[src/rtl/alu_ctrl_pipe.sv]
// Registered ALU control stage: decodes the instruction opcode into a one-hot ALU op
// and holds it, stretching MUL over MUL_LAT cycles, with valid/ready, stall and flush.
module alu_ctrl_pipe #(
  parameter int INSTR_W = 16,
  parameter int MUL_LAT = 3
) (
  input  logic               clk,
  input  logic               rst,
  input  logic [INSTR_W-1:0] Inp,
  input  logic               in_valid,
  output logic               in_ready,
  input  logic               stall,
  input  logic               flush,
  output logic [7:0]         Out,
  output logic               out_valid,
  output logic               illegal,
  output logic               busy
);

  // state  | meaning
  // IDLE   | nothing presented to the ALU, out_valid=0
  // ACTIVE | op on Out, cnt==0, a new op may be accepted
  // MULTI  | MUL still occupying the ALU, cnt>0
  typedef enum logic [1:0] {S_IDLE, S_ACTIVE, S_MULTI} state_t;

  localparam int CW = $clog2(MUL_LAT + 1);
  localparam logic [CW-1:0] MUL_LOAD = CW'(MUL_LAT - 1);
  localparam bit MUL_MULTI = (MUL_LAT > 1);

  state_t          r_state, w_nxt_state;
  logic [7:0]      r_out, w_nxt_out;
  logic            r_illegal, w_nxt_illegal;
  logic [CW-1:0]   r_cnt, w_nxt_cnt;

  logic [4:0]      w_op;
  logic [7:0]      w_dec;
  logic            w_is_mul;
  logic            w_is_ill;
  logic            w_accept;

  assign w_op     = Inp[INSTR_W-1 -: 5];
  assign w_is_mul = (w_op == 5'b10111);
  assign w_is_ill = (w_op == 5'b11111);

  generate
    if (INSTR_W > 5) begin : g_unused
      logic w_unused_bits;
      assign w_unused_bits = ^Inp[INSTR_W-6:0];
    end
  endgenerate

  always_comb begin
    w_dec = 8'h01;
    casez (w_op)
      5'b1000?: w_dec = 8'h02;
      5'b10011: w_dec = 8'h04;
      5'b10010: w_dec = 8'h08;
      5'b10110: w_dec = 8'h10;
      5'b10101: w_dec = 8'h20;
      5'b10100: w_dec = 8'h40;
      5'b10111: w_dec = 8'h80;
      5'b11111: w_dec = 8'h00;
      default:  w_dec = 8'h01;
    endcase
  end

  assign in_ready  = !stall && !flush && !rst && (r_cnt == '0);
  assign w_accept  = in_valid && in_ready;
  assign Out       = r_out;
  assign illegal   = r_illegal;
  assign out_valid = (r_state != S_IDLE);
  assign busy      = (r_cnt != '0);

  always_comb begin
    w_nxt_state   = r_state;
    w_nxt_out     = r_out;
    w_nxt_illegal = r_illegal;
    w_nxt_cnt     = r_cnt;
    if (flush) begin
      w_nxt_state   = S_IDLE;
      w_nxt_out     = 8'h00;
      w_nxt_illegal = 1'b0;
      w_nxt_cnt     = '0;
    end else if (stall) begin
      w_nxt_state = r_state;
    end else if (w_accept) begin
      w_nxt_out     = w_dec;
      w_nxt_illegal = w_is_ill;
      if (w_is_mul && MUL_MULTI) begin
        w_nxt_state = S_MULTI;
        w_nxt_cnt   = MUL_LOAD;
      end else begin
        w_nxt_state = S_ACTIVE;
        w_nxt_cnt   = '0;
      end
    end else begin
      case (r_state)
        S_ACTIVE: begin
          w_nxt_state   = S_IDLE;
          w_nxt_out     = 8'h00;
          w_nxt_illegal = 1'b0;
        end
        S_MULTI: begin
          // Out/illegal stay put; last MUL cycle is ACTIVE so the next op can issue
          w_nxt_cnt = r_cnt - CW'(1);
          if (r_cnt == CW'(1)) w_nxt_state = S_ACTIVE;
        end
        default: w_nxt_state = S_IDLE;
      endcase
    end
  end

  always_ff @(posedge clk) begin
    if (rst) begin
      r_state   <= S_IDLE;
      r_out     <= 8'h00;
      r_illegal <= 1'b0;
      r_cnt     <= '0;
    end else begin
      r_state   <= w_nxt_state;
      r_out     <= w_nxt_out;
      r_illegal <= w_nxt_illegal;
      r_cnt     <= w_nxt_cnt;
    end
  end

endmodule

[config.mk]
export PLATFORM = sky130hd
export DESIGN_NAME = alu_ctrl_pipe
export DESIGN_NICKNAME = d
export VERILOG_FILES = /design/src/rtl/alu_ctrl_pipe.sv
export SDC_FILE = /design/constraint.sdc
export NUM_CORES = 1
export LEC_CHECK = 0
export ABC_CLOCK_PERIOD_IN_PS = 4450
export CAP_MARGIN = 20
export CORE_AREA = 3 3 44 46
export CTS_CLUSTER_SIZE = 14
export DETAILED_ROUTE_END_ITERATION = 10
export DIE_AREA = 0 0 47 49
export PLACE_DENSITY_LB_ADDON = 0.1
export RECOVER_POWER = 50
export SLEW_MARGIN = 20
export SYNTH_ARGS = -nofsm -noshare
export SYNTH_HDL_FRONTEND = slang
export SYNTH_SLANG_ARGS = --single-unit
export TNS_END_PERCENT = 5
[constraint.sdc]
create_clock -name clk -period 4.45 [get_ports clk]
set_clock_uncertainty 0.2 [all_clocks]
set_input_delay 0.445 -clock clk [delete_from_list [all_inputs] [get_ports clk]]
set_output_delay 0.445 -clock clk [all_outputs]
set_load 0.1 [all_outputs]
==> metrics.md, run 1 <==
| Metric | Value |
|---|---|
| IO Pins | `33` |
| GPL Wtd Cong | `0.744` |
| Final critical-path share of the clock period | `61.6%` |
| Crit-path max FO | `4` |
| Crit. End Element | `primary output` |
| IO Port Bufs | `21` |
| Fillcell total | `167` |
| Hold-fix buffers at CTS | `0` |
| Clock Latency Late Sink | `270 ps` |
| Clk pin slew, worst setup/hold paths | `80 ps` |
| Final worst path period need | `2740 ps` |
| Starting density of the core | `41.5%` |
| Detailed Route WL | `1.49 mm` |
| Largest net degree at the start of global routing | `12` |
| DIE AREA | `2300 sq um` |
| Core area | `1540 sq um` |
| Via count | `628` |
| DRT Pass-1 Iters | `4` |
| DP HPWL | `1.12 mm` |
| Min Hold Slack | `282 ps` |
| Final core occ | `56.7%` |
| Fmax | `365 MHz` |
| Dpl cells | `113` |
| Antenna violations before repair | `0` |
| Die W | `47 microns` |
| Max clock buf depth | `2` |
| Finished Layout Cells | `117` |
| GR Layer Usage met3 | `3.32%` |
| #FFs+latches synth | `13` |
| Yosys Warn Count | `0` |
| Setup Fix Bufs, Post-CTS | `0` |
| Area of the mapped netlist | `639 sq um` |
| Place WS | `1860 ps` |
| GRT Residual Overflow | `0` |
| Total Neg Setup Slack | `0 ps` |
| Peak VDD IR | `163 uV` |
| Worst hold path type | `flip-flop to flip-flop` |
| Antenna Nets Post-Route | `0` |
| Yosys cell types | `24` |
| Grt met2 use | `19.9%` |
| GR Util All Layers | `14.7%` |
| Die height | `49 microns` |
| H-tree Lvls | `1` |
| Synthesized instance count | `77` |
| Drc violations | `0` |
| Maxcap violations | `0` |
| RSZ-0062 raised after global routing | `false` |
| CTS tree | `built` |
| Pleak | `0.334 nW` |
| Commonest non-fill, non-tap cell in the layout | `clkdlybuf4s50_1` |
| WS Path Type | `flip-flop to primary output` |
| Post-CTS sizing | `0` |
| Inserted Diodes | `0` |
| Area delta synth->final | `36.6%` |
| Num rows | `14` |
| Min setup slack post-route | `1710 ps` |
| Mean post-synth cell area | `8.30 sq um` |
| Slew Viols, Final | `0` |
| CTS sink count | `13` |
| Syn nets | `100` |
| CTS Buf Count | `3` |
| Drt via density | `5.37` |
| 1st-iter DRT viols | `10` |
| Final Net Count | `125` |
| First-pass GRT wire length | `2.57 mm` |
| CTS root buf | `clkbuf_4` |
| Max-slew headroom | `33.2%` |
| Most frequent cells in the layout | `clkdlybuf4s50_1, dfxtp_1, nor2_1` |
| Pwr per Cell Area | `252 nW/um^2` |
| Critical Path RT | `3810 ps` |
| Worst path arrival time | `2100 ps` |
| Final Setup Violations | `0` |
| Number of global-route vias before repair | `588` |
| GRT busiest layer | `met1` |
| Wire per inst | `12.7 microns` |
| Slew @ Worst Pin | `991 ps` |
| Share of cells above drive strength 1 | `7.92%` |
| Status | `completed` |
| Type of origin of the critical path | `flip-flop` |
| GRT met1 Usage | `22.0%` |
| Sequential fraction of the synthesis area | `40.7%` |
| Hold Vio Cnt, Final | `0` |
-- worst max-delay path, stage by stage, from the launching register on --
cell             delay [ps]
dfxtp_1                 380
inv_1                    60
ha_1                    210
inv_1                    50
clkdlybuf4s50_1        1120
-- final cells by class --
| type | count | area, sq um | share of cell area, % |
|---|---|---|---|
| Timing Repair Buffer | 22 | 211 | 24.2 |
| Sequential cell | 13 | 260 | 29.8 |
| Multi-Input combinational cell | 53 | 322 | 36.8 |
| Tap cell | 16 | 20.0 | 2.29 |
| Inverter | 9 | 33.8 | 3.87 |
| Clock buffer | 4 | 26.3 | 3.01 |
-- registers in the layout, indices dropped and copies added, names as in the netlist --
signal / count
illegal: 1
Out: 8
r_state: 2
r_cnt: 2
-- worst paths after layout --
check	startpoint	cells after the start	slack (ps)	to
setup / recovery	r_cnt[0]	4	1710	busy
hold / removal	Out[6]	2	280	Out[6]
setup reg to reg	r_cnt[0]	7	2080	Out[2]
hold reg to reg	Out[6]	2	280	Out[6]
-- per-layer routing --
layer  vias up  share of wire, %
li1        322                 -
met1       287                52
met2        17                40
met3         2               6.5
met4         0              0.94
met5         -                 0
-- kinds of logic (layout without fill, tap and decap cells) --
kind of cell / after synthesis / in the layout / share of synthesized area, %
simple gates: 32 / 32 / 29.4
compound gates: 19 / 19 / 19.4
flops: 13 / 13 / 40.7
buf+inv: 11 / 35 / 6.65
fa+ha+maj: 2 / 2 / 3.91
-- Yosys cell counts (all sizes together) --
library cell  instances  area [sq um]
nand4                 2          12.5
or4b                  1          13.8
a211oi                1          12.5
and3                  2          12.5
nor4                  1          21.3
buf                   1          5.00
nor4b                 1          8.76
a21oi                 6          30.0
nand3                 2          10.0
clkbuf                1          3.75
ha                    2          25.0
nor2b                 2          12.5
a32oi                 5          43.8
a22oi                 1          7.51
dfxtp                13           260
or3                   1          6.26
nor2                 12          45.0
nand2                 2          7.51
o21ai                 6          30.0
nor4bb                1          10.0
inv                   9          33.8
nor3                  3          15.0
or2                   2          12.5
-- power by group --
part           total (W)  internal (W)  switching, W
clock          0.0000736     0.0000347     0.0000389
sequential      0.000117      0.000117   0.000000219
combinational  0.0000298     0.0000118     0.0000179
total           0.000220      0.000163     0.0000571
-- through the flow --
stage / area, sq um / power, W
2_1_floorplan: 639 / 0.000136
3_3_place_gp: 866 / 0.000151
3_5_place_dp: 866 / 0.000151
4_1_cts: 892 / 0.000223
5_1_grt: 873 / 0.000228
6_report: 873 / 0.000220
Note: power is estimated with default switching activity, not from simulation.
==> run 2, diff against run 1 <==
--- a/config.mk
+++ b/config.mk
@@ -5,12 +5,12 @@
 export SDC_FILE = /design/constraint.sdc
 export NUM_CORES = 1
 export LEC_CHECK = 0
-export ABC_CLOCK_PERIOD_IN_PS = 4450
+export ABC_CLOCK_PERIOD_IN_PS = 2500
 export CAP_MARGIN = 20
-export CORE_AREA = 3 3 44 46
+export CORE_AREA = 3 3 48 50
 export CTS_CLUSTER_SIZE = 14
 export DETAILED_ROUTE_END_ITERATION = 10
-export DIE_AREA = 0 0 47 49
+export DIE_AREA = 0 0 51 53
 export PLACE_DENSITY_LB_ADDON = 0.1
 export RECOVER_POWER = 50
 export SLEW_MARGIN = 20
==> constraint.sdc (replaced) <==
create_clock -name clk -period 2.5 [get_ports clk]
set_clock_uncertainty 0.2 [all_clocks]
set_input_delay 0.25 -clock clk [delete_from_list [all_inputs] [get_ports clk]]
set_output_delay 0.25 -clock clk [all_outputs]
set_load 0.1 [all_outputs]
==> run 2 against run 1 <==
Effect of this change:
- global-route usage shrank 1.1 points
- clock power increased by 82%
- utilization down 13 points
- first-iteration DRC count up 70%
- via count rose by 1.3%
- register-to-register slack worse by 1700 ps
- wire length is 4.6% higher
- cell area down 2.1%
- die area up 17%
- highest routed layer unchanged
==> metrics.md, run 2 (same netlist as run 1, synthesis figures left out) <==
| Metric | Value |
|---|---|
| Drt via density | `4.93` |
| Most used cell, CP | `inv_1` |
| Min setup slack post-route | `369 ps` |
| Inserted Diodes | `0` |
| Die height | `53 microns` |
| Pwr per Cell Area | `468 nW/um^2` |
| IO Pins | `33` |
| Internal reg-to-reg setup slack | `390 ps` |
| Share of cells above drive strength 1 | `10.8%` |
| Number of global-route vias before repair | `586` |
| Final Setup Violations | `0` |
| Total Neg Setup Slack | `0 ps` |
| Pleak | `0.325 nW` |
| Clock Latency Late Sink | `280 ps` |
| Post-CTS sizing | `0` |
| H-tree Lvls | `1` |
| CTS tree | `built` |
| Worst hold path type | `flip-flop to flip-flop` |
| Fmax | `469 MHz` |
| Setup Fix Bufs, Post-CTS | `0` |
| DIE AREA | `2700 sq um` |
| First-pass GRT wire length | `2.65 mm` |
| Worst R2R Start | `r_cnt[1]` |
| Antenna Nets Post-Route | `0` |
| WS Path Type | `flip-flop to primary output` |
| Critical Path RT | `2050 ps` |
| Die W | `51 microns` |
| Wire per inst | `12.1 microns` |
| GRT Residual Overflow | `0` |
| Largest register FFs | `8` |
| Hold-fix buffers at CTS | `0` |
| Hold EP | `Out[6]` |
| GR Util All Layers | `13.7%` |
| Crit-path slowest cell | `or4b_4` |
| Area delta synth->final | `33.7%` |
| RSZ-0062 raised after global routing | `false` |
| Antenna violations before repair | `0` |
| Final Net Count | `126` |
| Crit. End Element | `primary output` |
| CTS root buf | `clkbuf_4` |
| Clk pin slew, worst setup/hold paths | `80 ps` |
| Peak VDD IR | `245 uV` |
| Via count | `636` |
| Critical Path Max Stage Delay | `500 ps` |
| Crit-path max FO | `3` |
| Slew @ Worst Pin | `1170 ps` |
| Commonest non-fill, non-tap cell in the layout | `dfxtp_1` |
| Final critical-path share of the clock period | `85.2%` |
| Most frequent cells in the layout | `dfxtp_1, nor2_1, clkbuf_1` |
| Total Power | `0.000400 W` |
| Starting density of the core | `32.9%` |
| Critical path's top delay family | `simple AND/OR/NAND/NOR gates` |
| Status | `completed` |
| Crit-path cells | `inv_1 > ha_1 > or4b_4 > inv_1 > buf_12` |
| CTS Buf Count | `3` |
| DRT Pass-1 Iters | `4` |
| Type of origin of the critical path | `flip-flop` |
| Largest net degree at the start of global routing | `12` |
| 1st-iter DRT viols | `17` |
| WHS Path Cells | `2` |
| Drc violations | `0` |
| IO Port Bufs | `21` |
| Reg-to-reg endpoint | `Out[2]` |
| Worst reg-to-reg path cell count | `7` |
| Maxcap violations | `0` |
| Hold Vio Cnt, Final | `0` |
| Slew Viols, Final | `0` |
| Num rows | `16` |
| Hold Crit Start | `Out[6]` |
| Max clock buf depth | `2` |
| Worst path arrival time | `1680 ps` |
| Core area | `1940 sq um` |
| CTS sink count | `13` |
| Detailed Route WL | `1.56 mm` |
| GPL Wtd Cong | `0.731` |
| Max-slew headroom | `22.4%` |
| Crit path buf inv count | `3` |
| Final worst path period need | `2130 ps` |
| Place WS | `313 ps` |
| DP HPWL | `1.23 mm` |
[run 2: changes by cell type in the layout (fill, tap and decap cells not counted)]
cell             change
clkbuf_1            +10
clkbuf_2             +1
nor4_4               +1
buf_12               +1
nor4_1               -1
dlygate4sd3_1        -1
o21ai_1              +1
o21ai_0              -1
clkdlybuf4s50_1     -10
[run 2: stage by stage]
stage	cell area (sq um)	instances	hold slack (ps)	util, %
3_5_place_dp	872	125	281	44.9
5_1_grt	855	129	318	44.0
2_1_floorplan	639	77	161	-
4_1_cts	898	129	293	46.3
6_report	855	129	288	44.0
3_3_place_gp	872	125	267	44.9
[run 2: worst max-delay path by stage]
stage          startpoint        to  slack (ps)  cells after the start
3_5_place_dp        stall  r_cnt[1]         310                      5
2_1_floorplan    r_cnt[1]  in_ready         420                      4
4_1_cts          r_cnt[1]  in_ready         350                      5
3_3_place_gp        stall  r_cnt[1]         330                      5
5_1_grt          r_cnt[0]    Out[6]         220                      7
6_report         r_cnt[1]  in_ready         370                      5
[run 2: area by class of cell]
type,count,area [sq um]
clock buffer,4,26.3
sequential,13,260
inverter,9,33.8
fill,213,1090
tap,27,33.8
multi-input combinational,53,337
timing repair buffer,23,164
[run 2: metal layers]
| layer | global-route usage [%] | part of all wire [%] | vias to the layer above |
|---|---|---|---|
| met3 | 3.94 | 5.2 | 5 |
| met5 | 0 | 0 | - |
| met2 | 19.3 | 44 | 15 |
| li1 | - | - | 326 |
| met4 | 9.42 | 2.8 | 0 |
| met1 | 17.6 | 48 | 290 |
[run 2: worst min-delay path, cell delays in order, from the launching register on]
cell,delay (ps)
dfxtp_1,320
nand3_1,60
o21ai_0,70
[run 2: power breakdown]
| group | internal [W] | switching [W] | total, W |
|---|---|---|---|
| Clock | 0.0000619 | 0.0000719 | 0.000134 |
| Combinational | 0.0000235 | 0.0000344 | 0.0000580 |
| Sequential | 0.000208 | 0.000000372 | 0.000208 |
